`src/rtl/adder_pkg.sv`:
```
// Shared definitions for the bit-serial adder: FSM state encoding and the
// largest operand width the adder may be built with.
package adder_pkg;

  localparam int WIDTH_MAX = 64;

  typedef logic [1:0] state_t;

  localparam state_t IDLE = 2'd0;
  localparam state_t RUN  = 2'd1;
  localparam state_t DONE = 2'd2;

endpackage

```
`src/rtl/serial_adder_if.sv`:
```
// Request/result bundle of the bit-serial adder; the requester drives the
// operands and start, the adder returns handshake status and the result.
interface serial_adder_if #(parameter int WIDTH = 8);

  logic             start;
  logic [WIDTH-1:0] a;
  logic [WIDTH-1:0] b;
  logic             cin;
  logic             ready;
  logic             busy;
  logic             done;
  logic [WIDTH-1:0] sum;
  logic             cout;
  logic             overflow;

  modport master (
    output start, a, b, cin,
    input  ready, busy, done, sum, cout, overflow
  );

  modport slave (
    input  start, a, b, cin,
    output ready, busy, done, sum, cout, overflow
  );

endinterface

```
`src/rtl/fa_cell.sv`:
```
// One-bit combinational full adder, reused by the serial adder for every
// bit position.
module fa_cell (
  input  logic a,
  input  logic b,
  input  logic cin,
  output logic s,
  output logic cout
);

  assign s    = a ^ b ^ cin;
  assign cout = (a & b) | (cin & (a ^ b));

endmodule

```
`src/rtl/serial_adder.sv`:
```
// Bit-serial adder: a + b + cin computed LSB first, one bit per clock,
// through a single full-adder cell and a carry flop.
module serial_adder
  import adder_pkg::*;
#(
  parameter int WIDTH = 8
) (
  input logic            clk,
  input logic            rst,
  serial_adder_if.slave  bus
);

  localparam int CW = (WIDTH > 1) ? $clog2(WIDTH) : 1;

  generate
    if (WIDTH < 1 || WIDTH > WIDTH_MAX) begin : g_bad_width
      $error("serial_adder: WIDTH must be in 1..%0d", WIDTH_MAX);
    end
  endgenerate

  state_t           state;
  logic [WIDTH-1:0] a_sh;
  logic [WIDTH-1:0] b_sh;
  logic             carry;
  logic [CW-1:0]    cnt;
  logic [WIDTH-1:0] psum_next;
  logic             cell_s;
  logic             cell_cout;
  logic             accept;
  logic             run;
  logic             last;

  fa_cell u_fa (
    .a    (a_sh[0]),
    .b    (b_sh[0]),
    .cin  (carry),
    .s    (cell_s),
    .cout (cell_cout)
  );

  assign accept = bus.start && (state == IDLE || state == DONE);
  assign run    = (state == RUN);
  assign last   = (cnt == CW'(WIDTH - 1));

  // The partial sum only needs to hold bits already produced, so it is one
  // bit narrower than the result; the current cell output completes it.
  generate
    if (WIDTH == 1) begin : g_w1
      assign psum_next = cell_s;
    end else begin : g_wn
      logic [WIDTH-2:0] psum;

      always_ff @(posedge clk or posedge rst) begin
        if (rst) begin
          psum <= '0;
        end else if (accept) begin
          psum <= '0;
        end else if (run) begin
          psum <= psum_next[WIDTH-1:1];
        end
      end

      assign psum_next = {cell_s, psum};
    end
  endgenerate

  always_ff @(posedge clk or posedge rst) begin
    if (rst) begin
      state <= IDLE;
    end else begin
      case (state)
        IDLE, DONE: state <= bus.start ? RUN : IDLE;
        RUN:        if (last) state <= DONE;
        default:    state <= IDLE;
      endcase
    end
  end

  always_ff @(posedge clk or posedge rst) begin
    if (rst) begin
      a_sh  <= '0;
      b_sh  <= '0;
      carry <= 1'b0;
      cnt   <= '0;
    end else if (accept) begin
      a_sh  <= bus.a;
      b_sh  <= bus.b;
      carry <= bus.cin;
      cnt   <= '0;
    end else if (run) begin
      a_sh  <= a_sh >> 1;
      b_sh  <= b_sh >> 1;
      carry <= cell_cout;
      cnt   <= cnt + CW'(1);
    end
  end

  // Results move only on the edge that processes the MSB; carry still holds
  // the carry into the MSB there, which gives signed overflow.
  always_ff @(posedge clk or posedge rst) begin
    if (rst) begin
      bus.sum      <= '0;
      bus.cout     <= 1'b0;
      bus.overflow <= 1'b0;
    end else if (run && last) begin
      bus.sum      <= psum_next;
      bus.cout     <= cell_cout;
      bus.overflow <= carry ^ cell_cout;
    end
  end

  assign bus.ready = (state != RUN);
  assign bus.busy  = run;
  assign bus.done  = (state == DONE);

endmodule

```
`src/flat_wrapper.sv`:
```
// flat-port wrapper written by rule: the top's interface ports become plain ports
module serial_adder_flat import adder_pkg::*;
#(
  parameter int WIDTH = 8
)
  (clk, rst, bus_start, bus_a, bus_b, bus_cin, bus_ready, bus_busy, bus_done, bus_sum, bus_cout, bus_overflow);
  serial_adder_if #(.WIDTH(WIDTH)) bus_i ();
  input logic clk;
  input logic rst;
  input wire logic [$bits(bus_i.start)-1:0] bus_start;
  input wire logic [$bits(bus_i.a)-1:0] bus_a;
  input wire logic [$bits(bus_i.b)-1:0] bus_b;
  input wire logic [$bits(bus_i.cin)-1:0] bus_cin;
  output wire logic [$bits(bus_i.ready)-1:0] bus_ready;
  output wire logic [$bits(bus_i.busy)-1:0] bus_busy;
  output wire logic [$bits(bus_i.done)-1:0] bus_done;
  output wire logic [$bits(bus_i.sum)-1:0] bus_sum;
  output wire logic [$bits(bus_i.cout)-1:0] bus_cout;
  output wire logic [$bits(bus_i.overflow)-1:0] bus_overflow;
  assign bus_i.start = bus_start;
  assign bus_i.a = bus_a;
  assign bus_i.b = bus_b;
  assign bus_i.cin = bus_cin;
  assign bus_ready = bus_i.ready;
  assign bus_busy = bus_i.busy;
  assign bus_done = bus_i.done;
  assign bus_sum = bus_i.sum;
  assign bus_cout = bus_i.cout;
  assign bus_overflow = bus_i.overflow;
  serial_adder #(.WIDTH(WIDTH)) u_core (.clk(clk), .rst(rst), .bus(bus_i));
endmodule
```
`config.mk`:
```
export PLATFORM = sky130hd
export DESIGN_NAME = serial_adder_flat
export DESIGN_NICKNAME = d
export VERILOG_FILES = /design/src/rtl/adder_pkg.sv /design/src/rtl/serial_adder_if.sv /design/src/rtl/fa_cell.sv /design/src/rtl/serial_adder.sv /design/src/flat_wrapper.sv
export SDC_FILE = /design/constraint.sdc
export NUM_CORES = 1
export LEC_CHECK = 0
export ABC_CLOCK_PERIOD_IN_PS = 2090
export CAP_MARGIN = 20
export CORE_ASPECT_RATIO = 0.9
export CORE_MARGIN = 2
export CORE_UTILIZATION = 25
export DETAILED_ROUTE_END_ITERATION = 8
export DONT_BUFFER_PORTS = 1
export HOLD_SLACK_MARGIN = 0.08
export SLEW_MARGIN = 20
export SYNTH_ARGS = -nofsm -noshare
export SYNTH_HDL_FRONTEND = slang
export SYNTH_SLANG_ARGS = --single-unit
```
`constraint.sdc`:
```
create_clock -name clk -period 2.09 [get_ports clk]
set_clock_uncertainty 0.2 [all_clocks]
set_input_delay 0.5225 -clock clk [delete_from_list [all_inputs] [get_ports clk]]
set_output_delay 0.5225 -clock clk [all_outputs]
set_load 0.1 [all_outputs]
```
==> results of run 1 <==
==> flip-flops by register name (all words and copies together), names as in the netlist <==
register	flops
u_core.bus.cout	1
u_core.bus.overflow	1
u_core.g_wn.psum	7
u_core.carry	1
u_core.b_sh	8
u_core.a_sh	8
u_core.state	2
u_core.cnt	3
u_core.bus.sum	8
==> worst max-delay path, cell delays in order (launching register included) <==
cell and delay, ns:
dfrtp_1 0.48, nand2b_4 0.19, buf_4 0.30
==> repair_timing <==
action                     in CTS  in global routing
hold buffers                    1                  0
setup endpoints to repair       0                  0
hold endpoints to repair       39                  0
==> area by class of cell <==
type                            count  area share
Sequential cell                    39       0.440
Multi-Input combinational cell     93       0.366
Timing Repair Buffer               19      0.0767
Tap cell                           93      0.0525
Clock buffer                        6      0.0327
Clock inverter                      2      0.0271
Inverter                            3     0.00508
==> per-stage QoR <==
stage,utilization,worst slack (ns)
global route,0.309,0.0192
floorplan,-,0.162
detailed placement,0.289,0.404
global placement,0.289,0.413
finish,0.309,0.100
CTS,0.309,0.0844
==> worst min path at each step <==
stage	slack, ns	startpoint	to
global placement	0.29	u_core.g_wn.psum[0]	u_core.g_wn.psum[0]
global route	0.14	bus_a[7]	u_core.a_sh[7]
detailed placement	0.30	u_core.g_wn.psum[0]	u_core.g_wn.psum[0]
finish	0.16	bus_a[7]	u_core.a_sh[7]
floorplan	0.27	u_core.a_sh[7]	u_core.a_sh[7]
CTS	0.15	bus_a[7]	u_core.a_sh[7]
==> per-layer routing <==
layer	vias to the layer above	share of wire
li1	563	-
met1	571	0.47
met2	22	0.44
met3	6	0.073
met4	0	0.017
met5	-	0
==> layout by cell type (no fill, tap or decap), drive strengths merged, types with 2 or more instances in the layout <==
cell and count:
mux2i 14, a21oi 14, nor2b 16, nor2 2, ha 2, buf 18
bufinv 2, dfrtp 39, a211oi 14, inv 3, clkbuf 6, a22o 12
mux2 11
==> kinds of logic (layout without fill, tap and decap cells) <==
| group | after synthesis | in the layout |
|---|---|---|
| AOI/OAI and AO/OA | 43 | 43 |
| adders and majority gates | 3 | 3 |
| xor gates and xnor gates | 1 | 1 |
| DFF | 39 | 39 |
| muxes | 25 | 25 |
| and+or+nand+nor | 21 | 21 |
| buffers and inverters | 15 | 30 |
==> results.sh, run 1 <==
export IMPL_grt_busiest_layer="met2"
export IMPL_first_iter_violations=88
export IMPL_max_slew_worst_pin_slew_ns=0.897
export IMPL_dp_cells=246
export IMPL_post_route_min_period_ns=1.99
export IMPL_synth_common_cells="dfrtp_1 (39), nor2b_1 (15), a211oi_1 (14), a21oi_1 (14), mux2i_1 (14)"
export IMPL_use_met1=0.129
export IMPL_io_pins=33
export IMPL_cp_arrival_ns=1.27
export IMPL_r2r_slack_ns=0.39
export IMPL_multi_input_area_um2=812
export IMPL_startpoint_type="flip-flop"
export IMPL_die_y_um=86.3
export IMPL_layout_drive_gt1_share=0.259
export IMPL_io_buffers=0
export IMPL_synth_nets=170
export IMPL_hold_viol=0
export IMPL_synth_compound_area_frac=0.160
export IMPL_syn_to_final_growth_pct=18.0
export IMPL_diodes=0
export IMPL_vias_per_cell=4.56
export IMPL_drtAntennaViolNets=0
export IMPL_status="finished clean"
export IMPL_hold_slack_ns=0.160
export IMPL_syn_area_um2=1880
export IMPL_post_dp_hpwl_um=2530
export IMPL_die_area_um2=8230
export IMPL_synthMuxAreaShare=0.154
export IMPL_hold_class="input pin to flip-flop"
export IMPL_numCtsBuffers=5
export IMPL_path_clk_slew_ns=0.08
export IMPL_seq_area_um2=976
export IMPL_synth_distinct_cells=26
export IMPL_route_vias_total=1162
export IMPL_drc=0
export IMPL_fmax_mhz=503
export IMPL_max_slew_margin=0.402
export IMPL_synthAdderAreaFrac=0.0240
export IMPL_synthMostInstantiatedCell="dfrtp_1"
export IMPL_ys_flop_type="dfrtp_1"
export IMPL_worstRegToRegCells=4
export IMPL_crit_end="bus_ready"
export IMPL_wirelength_um=3740
export IMPL_min_path_cells=1
export IMPL_ys_ff_latch=39
export IMPL_grt_util_all_layers=0.100
export IMPL_wire_per_inst_um=14.7
export IMPL_rr_endpoint="u_core.bus.sum[7]"
export IMPL_cts_max_level=2
export IMPL_use_met2=0.145
export IMPL_endpoint_kind="output pin"
export IMPL_grt_max_degree=40
export IMPL_cp_required_ns=1.37
export IMPL_clock_latency_ns=0.29
export IMPL_grt_pass1_wl_um=6290
export IMPL_fp_coreArea_um2=7180
export IMPL_overflow=0
export IMPL_cts_sinks=39
export IMPL_synth_top_cell_by_area="dfrtp_1"
export IMPL_synth_edf_count=0
export IMPL_synth_xor_area_frac=0.00466
export IMPL_grt_pass1_vias=1172
export IMPL_ys_seq_area_frac=0.519
export IMPL_synth_top_area_frac=0.519
export IMPL_async_flop_share=1.00
export IMPL_die_x_um=95.4
export IMPL_antenna_found_initial=0
export IMPL_ctsRootBufferMaster="clkbuf_8"
export IMPL_drv_cap=0
export IMPL_rsz0062_at_grt="false"
export IMPL_grt_met3_usage=0.0478
export IMPL_place_area_um2=2080
export IMPL_finalNetCount=184
export IMPL_syn_area_per_cell_um2=12.8
export IMPL_synthCells=147
export IMPL_rr_startpoint="u_core.cnt[0]"
export IMPL_dr_pass1_iters=4
export IMPL_path_class="flip-flop to output pin"
export IMPL_crit_start="u_core.state[1]"
export IMPL_globalplace_congestion=0.698
export IMPL_synth_area_leaders="dfrtp_1 (52%), mux2i_1 (7.5%), a211oi_1 (5.6%), mux2_4 (5.6%), a22o_1 (5.6%)"
export IMPL_finalSetupViolCount=0
export IMPL_post_cts_resize_count=0
export IMPL_path_max_fanout=7
export IMPL_finalNonFillerCells=255
export IMPL_maxSlewViolCount=0
export IMPL_fin_crit_sh=0.952
export IMPL_tritoncts="built"
export IMPL_fin_setup_tns_ns=0
export IMPL_synth_warnings=0
export IMPL_num_fill_cells=740
export IMPL_synth_top_family_by_area="compound AO/OA/AOI/OAI gates"
export IMPL_yosys_area_share_simple=0.0852
export IMPL_cts_max_path_buffers=2
export IMPL_postLayoutCellArea_um2=2220
export IMPL_rows=29
export IMPL_cts_setup_buffers=0
export IMPL_start_util=0.262
Power of run 1 is left out: the tool's default activity adds up to more than one toggle a clock period on the data nets, which glitch-free logic cannot reach.
==> run 2, diff against run 1 <==
- PLACE_DENSITY: unset -> 0.49
- SKIP_CTS_REPAIR_TIMING: unset -> 1
- TNS_END_PERCENT: unset -> 30
==> results.sh, run 2 (synthesis results as in run 1) <==
export IMPL_status="finished clean"
export IMPL_worstRegToRegCells=4
export IMPL_drv_cap=0
export IMPL_post_dp_hpwl_um=2760
export IMPL_finalNetCount=180
export IMPL_max_slew_worst_pin_slew_ns=0.906
export IMPL_path_clk_slew_ns=0.07
export IMPL_crit_start="u_core.state[1]"
export IMPL_final_cell_mix="dfrtp_1 (39), mux2i_1 (14), nor2b_1 (14), a211oi_1 (14), a21oi_1 (14)"
export IMPL_cts_max_level=2
export IMPL_drc=0
export IMPL_route_vias_total=1141
export IMPL_finalSetupViolCount=0
export IMPL_wire_per_inst_um=15.4
export IMPL_crit_end="bus_busy"
export IMPL_tritoncts="built"
export IMPL_grt_pass1_vias=1209
export IMPL_diodes=0
export IMPL_overflow=0
export IMPL_io_pins=33
export IMPL_post_route_min_period_ns=1.96
export IMPL_ctsRootBufferMaster="clkbuf_8"
export IMPL_syn_to_final_growth_pct=13.1
export IMPL_max_slew_margin=0.396
export IMPL_hold_class="input pin to async pin"
export IMPL_layout_drive_gt1_share=0.237
export IMPL_grt_util_all_layers=0.102
export IMPL_io_buffers=0
export IMPL_startpoint_type="flip-flop"
export IMPL_cp_arrival_ns=1.24
export IMPL_postLayoutCellArea_um2=2130
export IMPL_cts_sinks=39
export IMPL_die_area_um2=8230
export IMPL_fp_coreArea_um2=7180
export IMPL_path_max_fanout=8
export IMPL_hold_viol=0
export IMPL_dr_pass1_iters=3
export IMPL_rsz0062_at_grt="false"
export IMPL_drtAntennaViolNets=0
export IMPL_path_class="flip-flop to output pin"
export IMPL_cts_max_path_buffers=2
export IMPL_fin_crit_sh=0.937
export IMPL_layout_commonest_cell="dfrtp_1"
export IMPL_rr_startpoint="u_core.cnt[0]"
export IMPL_die_y_um=86.3
export IMPL_antenna_found_initial=0
export IMPL_place_area_um2=2050
export IMPL_rr_endpoint="u_core.bus.sum[7]"
export IMPL_grt_pass1_wl_um=6400
export IMPL_die_x_um=95.4
export IMPL_maxSlewViolCount=0
export IMPL_clock_latency_ns=0.28
export IMPL_largestRegisters="u_core.a_sh: 8 flops, u_core.b_sh: 8 flops, u_core.bus.sum: 8 flops"
export IMPL_start_util=0.262
export IMPL_rows=29
export IMPL_globalplace_congestion=0.699
export IMPL_fmax_mhz=511
export IMPL_cp_required_ns=1.37
export IMPL_grt_max_degree=40
export IMPL_first_iter_violations=74
export IMPL_fin_setup_tns_ns=0
export IMPL_vias_per_cell=4.58
export IMPL_endpoint_kind="output pin"
export IMPL_wirelength_um=3820
export IMPL_numCtsBuffers=5
export IMPL_r2r_slack_ns=0.37
## run 2: cell count changes in the layout (fill, tap and decap cells not counted), sizes merged
cell         before  now
buf              18   15
bufinv            2    0
dlygate4sd3       1    0
## run 2: worst min path at each step
| stage | to | startpoint | cells past startpoint |
|---|---|---|---|
| after detailed placement | u_core.b_sh[7] | u_core.b_sh[7] | 1 |
| after global routing | u_core.b_sh[6] | rst | 2 |
| final | u_core.bus.sum[0] | rst | 2 |
| after global placement | u_core.b_sh[7] | u_core.b_sh[7] | 1 |
| after floorplan | u_core.a_sh[7] | u_core.a_sh[7] | 1 |
| after CTS | u_core.b_sh[6] | rst | 2 |
## run 2: cell type report
class / count / area, um^2
clock buffer: 6 / 72.6
sequential: 39 / 976
inverter: 3 / 11.3
multi-input combinational: 93 / 812
timing repair buffer: 15 / 138
fill: 737 / 5060
tap: 93 / 116
## run 2: layer usage
layer	wire length, um	global-route usage
met3	244	0.0443
met1	1710	0.129
met4	63	0.0390
met5	0	0
met2	1800	0.155
## run 2: through the flow
| step | worst slack, ns | hold slack [ns] | cells | utilization |
|---|---|---|---|---|
| floorplan | 0.162 | 0.265 | 147 | - |
| global placement | 0.405 | 0.287 | 243 | 0.286 |
| detailed placement | 0.365 | 0.290 | 243 | 0.286 |
| CTS | 0.110 | 0.0666 | 249 | 0.296 |
| global route | 0.0586 | 0.0832 | 249 | 0.296 |
| finish | 0.132 | 0.0463 | 249 | 0.296 |
## run 2: worst max-delay path: stages, from the launching register on
cell and delay (ns):
dfrtp_1 0.44, nand2b_4 0.17, inv_2 0.13, buf_12 0.21
Power of run 2 is left out for the same reason.
